$ cat src/rtl/coin_slot_scheduler.sv
// coin_slot_scheduler: synchronises NSLOT coin slots, round-robins captures into a coin FIFO and replays gapped pulses.
// Optional COIN_REJECT_EN: multi-hot codes are dropped and reported on reject/reject_slot instead of being reduced.
module coin_slot_scheduler #(
    parameter int NSLOT       = 4,
    parameter int DEPTH       = 4,
    parameter int GAP_CYCLES  = 2,
    parameter int HOLD_CYCLES = 8,
    parameter int SYNC_STAGES = 2
) (
    input  logic                     clk,
    input  logic                     rst_n,
    input  logic [3*NSLOT-1:0]       slot_coin,
    input  logic                     vm_soda,
    input  logic                     ovf_clr,
    output logic                     vm_nickle,
    output logic                     vm_dime,
    output logic                     vm_quarter,
    output logic [$clog2(DEPTH):0]   fifo_level,
    output logic                     busy,
`ifdef COIN_REJECT_EN
    output logic                     reject,
    output logic [$clog2(NSLOT)-1:0] reject_slot,
`endif
    output logic                     ovf
);
    localparam int AW   = $clog2(DEPTH);
    localparam int SW   = $clog2(NSLOT);
    localparam int TMAX = GAP_CYCLES > HOLD_CYCLES ? GAP_CYCLES : HOLD_CYCLES;
    localparam int CW   = $clog2(TMAX + 1);

    typedef enum logic [1:0] {IDLE, PULSE, GAP, HOLD} state_t;

    logic [3*NSLOT-1:0] sync_q [SYNC_STAGES];
    logic [3*NSLOT-1:0] prev_q, cur;
    logic [NSLOT-1:0]   cap, take, pend_q, gnt, drop;
    logic [1:0]         code [NSLOT];
    logic [1:0]         pend_code_q [NSLOT];
    logic [SW-1:0]      rr_q, gnt_idx;
    logic               gnt_any, full, pop;
    logic [1:0]         mem [DEPTH];
    logic [AW-1:0]      wr_q, rd_q;
    logic [AW:0]        cnt_q;
    state_t             state_q, state_d;
    logic [CW-1:0]      tmr_q, tmr_d;
    logic [2:0]         vm_q;

    assign cur = sync_q[SYNC_STAGES-1];
    assign full = cnt_q == (AW+1)'(DEPTH);

    // Slot bit 3i is nickle, 3i+1 dime, 3i+2 quarter; code 0=N, 1=D, 2=Q with quarter winning on multi-hot.
    always_comb begin
        for (int i = 0; i < NSLOT; i++) begin
            cap[i]  = prev_q[3*i +: 3] == 3'b000 && cur[3*i +: 3] != 3'b000;
            code[i] = cur[3*i+2] ? 2'd2 : cur[3*i+1] ? 2'd1 : 2'd0;
        end
    end

`ifdef COIN_REJECT_EN
    logic [NSLOT-1:0] bad;
    always_comb begin
        bad = '0;
        reject_slot = '0;
        for (int i = NSLOT-1; i >= 0; i--) begin
            bad[i] = cap[i] && !(cur[3*i +: 3] inside {3'b001, 3'b010, 3'b100});
            if (bad[i]) reject_slot = SW'(i);
        end
    end
    assign reject = |bad;
    assign take = cap & ~bad;
`else
    assign take = cap;
`endif

    always_comb begin
        gnt = '0;
        gnt_idx = '0;
        gnt_any = 1'b0;
        for (int k = 1; k <= NSLOT; k++) begin
            if (!gnt_any && !full && pend_q[(int'(rr_q) + k) % NSLOT]) begin
                gnt_any = 1'b1;
                gnt_idx = SW'((int'(rr_q) + k) % NSLOT);
            end
        end
        gnt[gnt_idx] = gnt_any;
        drop = take & pend_q & ~gnt;
    end

    // A grant frees the slot in the same cycle, so a simultaneous capture becomes the new pending coin.
    always_ff @(posedge clk or negedge rst_n) begin
        if (!rst_n) begin
            for (int s = 0; s < SYNC_STAGES; s++) sync_q[s] <= '0;
            for (int i = 0; i < NSLOT; i++) pend_code_q[i] <= '0;
            prev_q <= '0;
            pend_q <= '0;
            rr_q   <= SW'(NSLOT-1);
            ovf    <= 1'b0;
        end else begin
            sync_q[0] <= slot_coin;
            for (int s = 1; s < SYNC_STAGES; s++) sync_q[s] <= sync_q[s-1];
            prev_q <= cur;
            for (int i = 0; i < NSLOT; i++) begin
                if (take[i] && (!pend_q[i] || gnt[i])) begin
                    pend_q[i]      <= 1'b1;
                    pend_code_q[i] <= code[i];
                end else if (gnt[i]) begin
                    pend_q[i] <= 1'b0;
                end
            end
            if (gnt_any) rr_q <= gnt_idx;
            ovf <= |drop || (ovf && !ovf_clr);
        end
    end

    always_ff @(posedge clk) begin
        if (gnt_any) mem[wr_q] <= pend_code_q[gnt_idx];
    end

    always_comb begin
        state_d = state_q;
        tmr_d   = tmr_q;
        pop     = 1'b0;
        case (state_q)
            IDLE: begin
                pop     = cnt_q != '0;
                state_d = pop ? PULSE : IDLE;
            end
            PULSE: begin
                state_d = GAP;
                tmr_d   = CW'(GAP_CYCLES);
            end
            GAP, HOLD: begin
                tmr_d   = tmr_q - 1'b1;
                state_d = tmr_q <= CW'(1) ? IDLE : state_q;
            end
        endcase
        if (vm_soda) begin
            state_d = HOLD;
            tmr_d   = CW'(HOLD_CYCLES);
            pop     = 1'b0;
        end
    end

    always_ff @(posedge clk or negedge rst_n) begin
        if (!rst_n) begin
            wr_q    <= '0;
            rd_q    <= '0;
            cnt_q   <= '0;
            state_q <= IDLE;
            tmr_q   <= '0;
            vm_q    <= '0;
        end else begin
            if (gnt_any) wr_q <= wr_q + 1'b1;
            if (pop) rd_q <= rd_q + 1'b1;
            cnt_q   <= cnt_q + (AW+1)'(gnt_any) - (AW+1)'(pop);
            state_q <= state_d;
            tmr_q   <= tmr_d;
            vm_q    <= pop ? 3'b001 << mem[rd_q] : 3'b000;
        end
    end

    assign vm_nickle  = vm_q[0];
    assign vm_dime    = vm_q[1];
    assign vm_quarter = vm_q[2];
    assign fifo_level = cnt_q;
    assign busy       = |pend_q || cnt_q != '0 || state_q != IDLE;
endmodule
$ cat config.mk
export PLATFORM = sky130hd
export DESIGN_NAME = coin_slot_scheduler
export DESIGN_NICKNAME = d
export VERILOG_FILES = /design/src/rtl/coin_slot_scheduler.sv
export SDC_FILE = /design/constraint.sdc
export NUM_CORES = 1
export LEC_CHECK = 0
export CAP_MARGIN = 40
export CORE_UTILIZATION = 40
export CTS_CLUSTER_SIZE = 40
export DETAILED_ROUTE_END_ITERATION = 8
export GPL_ROUTABILITY_DRIVEN = 1
export GPL_TIMING_DRIVEN = 0
export SLEW_MARGIN = 20
export SYNTH_ARGS = -nofsm -noshare
export SYNTH_HDL_FRONTEND = slang
export SYNTH_SLANG_ARGS = --single-unit
$ cat constraint.sdc
create_clock -name clk -period 2.91 [get_ports clk]
set_input_delay 0.291 -clock clk [delete_from_list [all_inputs] [get_ports clk]]
set_output_delay 0.291 -clock clk [all_outputs]
set_load 0.03 [all_outputs]
---- Word level (Yosys, flattened, before mapping) ----
Memory sizes are Yosys's and may differ from the RTL's.
Index checks and enable logic that the tools add are counted.
storage, ports and cells
  RAM bits ................................ 8
  output and inout bits ................... 8
  word-level logic and storage cells ...... 160
  input bits .............................. 16
  memories kept ........................... 1
  flip-flop bits (word level) ............. 67
operators by class
  reductions and logical operators ........ 56
  bitwise gates (word level) .............. 9
  equal/unequal tests ..................... 5
  magnitude comparators ................... 8
  shift-type cells ........................ 1
  mux-type cells .......................... 52
  add/sub/neg operators ................... 9
memory list
  memory  depth  width  read ports  clocked after memory_dff  write ports  RTL line  text
  mem     4      2      1           0                         1            40        logic [1:0] mem [DEPTH];
operator list
  cell                 count
  $mux 1               30
  $mux 2               12
  $reduce_bool 3->1    6
  $logic_and 1x1->1    17
  $lt 3x4->1 const B   4
  $and 4x4->4          3
  $logic_not 3->1      4
  $reduce_bool 2->1    5
  $reduce_or 2->1      5
  $logic_not 1->1      9
  $add 2x1->2 const B  4
  $bmux 1 s2           4
  $pmux 4 s2           1
  $reduce_or 4->1      2
  $logic_or 1x1->1     7
  $pmux 2 s3           1
  $add 2x2->2 const B  2
  $and 1x1->1 const A  4
  $bmux 2 s2           1
  $eq 2x2->1 const B   2
  $le 4x1->1 const B   1
  $mux 4               1
  $not 4->4            1
  $sub 4x1->4 const B  1
  other kinds (13)     13

---- Logic depth before layout (Yosys ltp) ----
Gate-level depths: netlist (run 1).
  word-level depth ........................ 29
  depth in mapped cells ................... 10
  gate-level depth less buffers ........... 10

---- Worst setup path before layout (run 1) ----
OpenSTA, ideal clock, no wires.
  path type ............................... register -> register
  from .................................... register cnt_q[1], in the netlist fifo_level[1]
  to ...................................... register cnt_q[2], in the netlist fifo_level[2]
  setup time .............................. 0.135 ns
  arrival ................................. 2.397 ns
  path slack .............................. 0.378 ns
  required time ........................... 2.775 ns
  path buffers ............................ 0
  cell stages (with the launch flop) ...... 11
  period minus slack after synthesis ...... 2.532 ns
  cells stage by stage .................... dfrtp_1 -> nor2_1 -> and2_1 -> nor2_1 -> inv_1 -> ha_1 -> inv_1 -> ha_1 -> fa_1 -> xor2_1 -> xnor2_1
between the ends
  word-level cells in the longest chain between the ends .. 18
  elaborated cells on any way between the ends .. 21
  classes of those cells .................. add/sub (2); eq/ne (1); mux (6); reduce/logical (12)
RTL lines
  element                          RTL line  text
  from (decl)                      42        logic [AW:0] cnt_q;
  from (signal assigned)           154       cnt_q <= cnt_q + (AW+1)'(gnt_any) - (AW+1)'(pop);
  $eq 3x3->1                       48        assign full = cnt_q == (AW+1)'(DEPTH);
  $logic_not 1->1                  79        if (!gnt_any && !full && pend_q[(int'(rr_q) + k) % NSLOT]) begin
  $logic_and 1x1->1                79
  $mux 1                           79
  $logic_not 1->1                  79
  $logic_and 1x1->1 (2 in series)  79
  $mux 1                           79
  $logic_not 1->1                  79
  $logic_and 1x1->1 (2 in series)  79
  $mux 1                           79
  $logic_not 1->1                  79
  $logic_and 1x1->1 (2 in series)  79
  $mux 1                           79
  $add 3x1->3                      154
  $sub 3x1->3 (*)                  154
Every way passes the cells marked *; elsewhere a longest branch is shown, timed or not.
A chain may end at the register's enable or synchronous reset.

---- Worst setup path after layout (run 1) ----
Ends and elaborated chain as after synthesis.

==> results.toml, run 1 <==
[clock_tree]
cts_max_level = 3
insertion_delay_ns = 0.35
cts_buffers = 9
path_clk_slew_ns = 0.08
root_buffer = "clkbuf_8"
post_cts_buffers = 0
clock-sinks = 75
cts-resized-gates = 0
clockBufferDepth = 2
cts_tree = "yes"

[drt]
routedWlPerCell_um = 12.6
drc = 0
drt-total-wl_um = 4530
num_vias = 1714
first_pass_iters = 4
vias_per_cell = 4.76
drt_iter0_drc = 53
ant_nets = 0

[final_layout]
final_cell_mix = "dfrtp_1, clkdlybuf4s50_1, nand2_1"
insertedDiodeCount = 0
finalInstanceArea_sq_um = 3610
final_net_count = 281
syn2layout_area_growth_pct = 21.6
drive_above_1_share_pct = 17.2
mostFrequentLayoutCell = "dfrtp_1"

[synthesis]
async_reset_ff_share_pct = 89.3
syn_inst = 220
synth_nets = 245
ys_seq_area_share_pct = 64.6
synth.distinct_cells = 50
ys_ff_latch = 75
synth_ff_type = "dfrtp_1"
yosysWarnings = 0
synth-edff-count = 8
syn_area_sq_um = 2970
avgSynthCellArea_sq_um = 13.5

[power]
power_leakage_nw = 1.55
ir_drop_uv = 482
power_density_nw_per_um2 = 1110

[timing]
hold_violations = 0
fin_setup_tns_ns = 0
rsz0062_at_grt = "false"
min_period_ns = 2.59
setup_viol = 0
fmax_ghz = 0.386
slew_viol_final = 0
hold_slack_ns = 0.320
max_slew_margin_pct = 57.7
fin_crit_sh_pct = 89.0
clock_skew_ns = 0.00893
tightestPinTransition_ns = 0.628

[global_route]
grt.total_usage_pct = 13.4
busiest_layer = "met2"
grt_use_met1_pct = 16.5
use_met3_pct = 3.92
grt_pass1_vias = 1678
grt_start_max_net_pins = 58
met2_usage_pct = 21.0
grt_pass1_wl_um = 7580
antenna_found_initial = 0
overflow = 0

[worst_setup_path]
r2r_end = "fifo_level[2]"
critPathCaptureType = "flop"
r2r_setup_slack_ns = 0.32
cp.arrival_ns = 2.83
worstRegToRegCells = 10
r2r-start = "fifo_level[1]"
start_kind = "flop"
crit_fanout = 8
crit_required_ns = 3.15
worstSetupPathType = "flop to flop"

[die]
die_w_um = 88.2
die_h_um = 88.2
rows = 31
coreArea_sq_um = 7210
pin_count = 24
start_util_pct = 41.2
die_area_sq_um = 7780

[job]
cap_viol_max_count = 0

[min_path]
hp-class = "input pin to asynchronous set/reset pin"

[run_status]
outcome = "finished, final reports clean"

[placement]
routabilityCongestion = 0.754
hpwl_um = 2980
port_buffers = 23
place_area_sq_um = 3350
-- per-stage QoR --
step           power [mW]  setup slack, ns  cells  utilization, %
6_report             4.00            0.321    360            50.1
3_3_place_gp         3.01           -0.689    342            46.1
3_5_place_dp         3.05            0.152    343            46.5
2_1_floorplan        2.69            0.378    220               -
4_1_cts              4.05            0.276    360            50.1
5_1_grt              4.26            0.144    360            50.1
-- worst max-delay path, stage by stage, from the launching register on --
cell and delay (ns):
dfrtp_1 0.43, nor2_1 0.08, and2_1 0.18, nor2_1 0.40, inv_1 0.19, ha_1 0.32
inv_1 0.03, ha_1 0.18, fa_1 0.37, xor2_1 0.16, xnor2_1 0.12
-- cell families after synthesis --
kind of cell,after synthesis,share of synthesized area [%]
flops,75,64.6
simple gates,61,10.4
compound gates,33,9.34
buf+inv,20,3.11
mux,16,6.78
fa+ha+maj,9,4.04
xor+xnor,6,1.77
-- where the power goes --
group | total, mW | switching, mW | internal (mW)
combinational | 1.44 | 0.816 | 0.621
clock | 0.979 | 0.393 | 0.585
sequential | 1.59 | 0.168 | 1.42
-- flip-flops by register name, indices dropped and copies added (netlist names), 2 cells and up --
signal and count:
wr_q 2, rr_q 2, rd_q 2, pend_q 4, cur 12, sync_q 12
fifo_level 3, pend_code_q 8, prev_q 12, mem 8, state_q 2, vm_q 3
tmr_q 4
-- worst max path at each step --
stage                        from            end  slack [ns]  depth (start not counted)
finish              fifo_level[1]  fifo_level[2]        0.32                         10
global route        fifo_level[1]  fifo_level[2]        0.14                         10
CTS                 fifo_level[1]  fifo_level[2]        0.28                         10
detailed placement        vm_soda  fifo_level[2]        0.15                          9
global placement            rst_n     sync_q[12]       -0.69                          1
floorplan           fifo_level[1]  fifo_level[2]        0.38                         10
-- timing repair --
action / CTS / global route
setup endpoints to repair: 0 / 0
hold endpoints to repair: 10 / 0
hold buffers: 1 / 0
-- synth_stat cells (3+ instances only) --
cell | number | share of area [%]
nand2_1 | 16 | 2.0
nor2b_1 | 6 | 1.3
and2_1 | 5 | 1.1
o21ai_0 | 6 | 1.0
ha_1 | 8 | 3.4
dfrtp_1 | 65 | 55
mux2i_1 | 4 | 1.3
a21oi_1 | 6 | 1.0
nor3_1 | 8 | 1.3
inv_1 | 14 | 1.8
edfxtp_1 | 8 | 8.1
nor4_1 | 3 | 0.63
mux2_2 | 9 | 3.4
xnor2_1 | 5 | 1.5
nor2_1 | 12 | 1.5
or4_1 | 3 | 0.76
-- cell type report --
class                   count  area, sq um
well taps                  99          124
flip-flops and latches     75         1920
repair buffers             25          265
clock buffers              12          176
fillers                   651         3600
multi-input cells         125          961
clock inverters             4         76.3
plain buffers               6         40.0
inverters                  14         52.6
-- routing by layer --
layer | vias to the layer above | part of all wire, %
li1 | 842 | -
met1 | 828 | 48
met2 | 35 | 47
met3 | 9 | 3.4
met4 | 0 | 2.2
met5 | - | 0
Note: power is estimated with default switching activity, not from simulation.
==> run 2: changes to the inputs <==
- clock period: 2.91 -> 2.4 ns (I/O delays scaled with it)
==> results.toml, run 2 (synthesized netlist as in run 1, its figures left out) <==
[die]
die_h_um = 88.2
die_area_sq_um = 7780
pin_count = 24
rows = 31
coreArea_sq_um = 7210
die_w_um = 88.2
start_util_pct = 41.2

[clock_tree]
clock-sinks = 75
root_buffer = "clkbuf_8"
cts_max_level = 3
insertion_delay_ns = 0.34
clockBufferDepth = 2
path_clk_slew_ns = 0.08
cts_buffers = 9
cts_tree = "yes"

[drt]
num_vias = 1712
vias_per_cell = 4.73
routedWlPerCell_um = 12.7
first_pass_iters = 4
drt-total-wl_um = 4600
drc = 0
ant_nets = 0
drt_iter0_drc = 94

[global_route]
grt_pass1_wl_um = 7960
grt_pass1_vias = 1686
grt_start_max_net_pins = 55
antenna_found_initial = 0
overflow = 0
grt.total_usage_pct = 13.9

[job]
cap_viol_max_count = 0

[worst_setup_path]
r2r_setup_slack_ns = 0.11
worstRegToRegCells = 10
start_kind = "input pin"
critPathCaptureType = "flop"
r2r-start = "fifo_level[1]"
crit_fanout = 7
r2r_end = "fifo_level[2]"
cp.arrival_ns = 2.53
worstSetupPathType = "input pin to flop"
crit_required_ns = 2.63

[final_layout]
insertedDiodeCount = 0
syn2layout_area_growth_pct = 21.8
stdcell_count = 362
drive_above_1_share_pct = 20.5
finalInstanceArea_sq_um = 3620
final_net_count = 283
mostFrequentLayoutCell = "dfrtp_1"
final_cell_mix = "dfrtp_1, clkdlybuf4s50_1, nand2_1"

[power]
power_density_nw_per_um2 = 1310
power_leakage_nw = 1.54
ir_drop_uv = 451

[timing]
rsz0062_at_grt = "true"
hold_violations = 0
setup_viol = 0
min_period_ns = 2.30
fin_crit_sh_pct = 96.0
tightestPinTransition_ns = 0.601
fmax_ghz = 0.434
slew_viol_final = 0
clock_skew_ns = 0.00821
max_slew_margin_pct = 59.6

[run_status]
outcome = "finished, final reports clean"

[placement]
placed_cells = 343
routabilityCongestion = 0.725
hpwl_um = 3160
place_area_sq_um = 3360
port_buffers = 23

[min_path]
hp-class = "input pin to asynchronous set/reset pin"
run 2: repair_timing:
| action | 4_1_cts | 5_1_grt |
|---|---|---|
| setup endpoints to repair | 2 | 14 |
| hold buffers | 1 | 0 |
| buffers inserted | 0 | 2 |
| hold endpoints to repair | 13 | 0 |
| pin swaps | 0 | 3 |
| gates resized for setup | 4 | 3 |
run 2: report_power, final:
part | total [mW] | switching (mW) | internal [mW] | leakage [nW]
clock network | 0.993 | 0.495 | 0.498 | 0.102
registers | 1.94 | 0.217 | 1.72 | 0.867
logic | 1.82 | 1.01 | 0.812 | 0.567
run 2: worst max-delay path by stage:
stage | slack [ns] | cells after the start | to | startpoint
floorplan | 0.03 | 9 | fifo_level[2] | fifo_level[2]
global placement | -1.42 | 1 | fifo_level[0] | rst_n
detailed placement | -0.31 | 9 | fifo_level[2] | vm_soda
CTS | 0.02 | 10 | fifo_level[2] | pend_q[1]
global route | -0.04 | 10 | fifo_level[2] | pend_q[2]
finish | 0.1 | 9 | fifo_level[2] | vm_soda
run 2: worst max-delay path, cell delays in order:
cell and delay [ns]:
clkdlybuf4s50_1 0.54, or4_4 0.62, inv_1 0.11, ha_1 0.13, inv_1 0.04, ha_1 0.18, fa_1 0.38, xor2_1 0.17
xnor2_1 0.12
run 2: final cells by class:
cell class                 instances  area, sq um
fill                             642         3590
sequential                        75         1920
multi-input combinational        125          992
timing repair buffer              27          283
clock buffer                       9          124
tap                               99          124
clock inverter                     7         83.8
inverter                          14         52.6
buffer                             6         40.0
run 2: layer usage:
metal,track usage [%],vias to the layer above,part of all wire [%]
met4,5.72,0,1.1
met3,4.20,4,4.0
met5,0,-,0
met1,19.0,826,49
met2,20.7,36,46
li1,-,846,-
run 2: metrics by stage:
step                TNS (ns)  hold slack (ns)  total power [mW]  setup WS (ns)  utilization [%]
global route         -0.0911            0.297              5.14        -0.0419             50.2
detailed placement    -0.486            0.124              3.72         -0.311             46.5
floorplan                  0          -0.0556              3.27         0.0327                -
global placement      -77.39            0.331              3.65          -1.42             46.2
CTS                        0            0.279              4.78         0.0220             49.9
finish                     0            0.300              4.75         0.0959             50.2
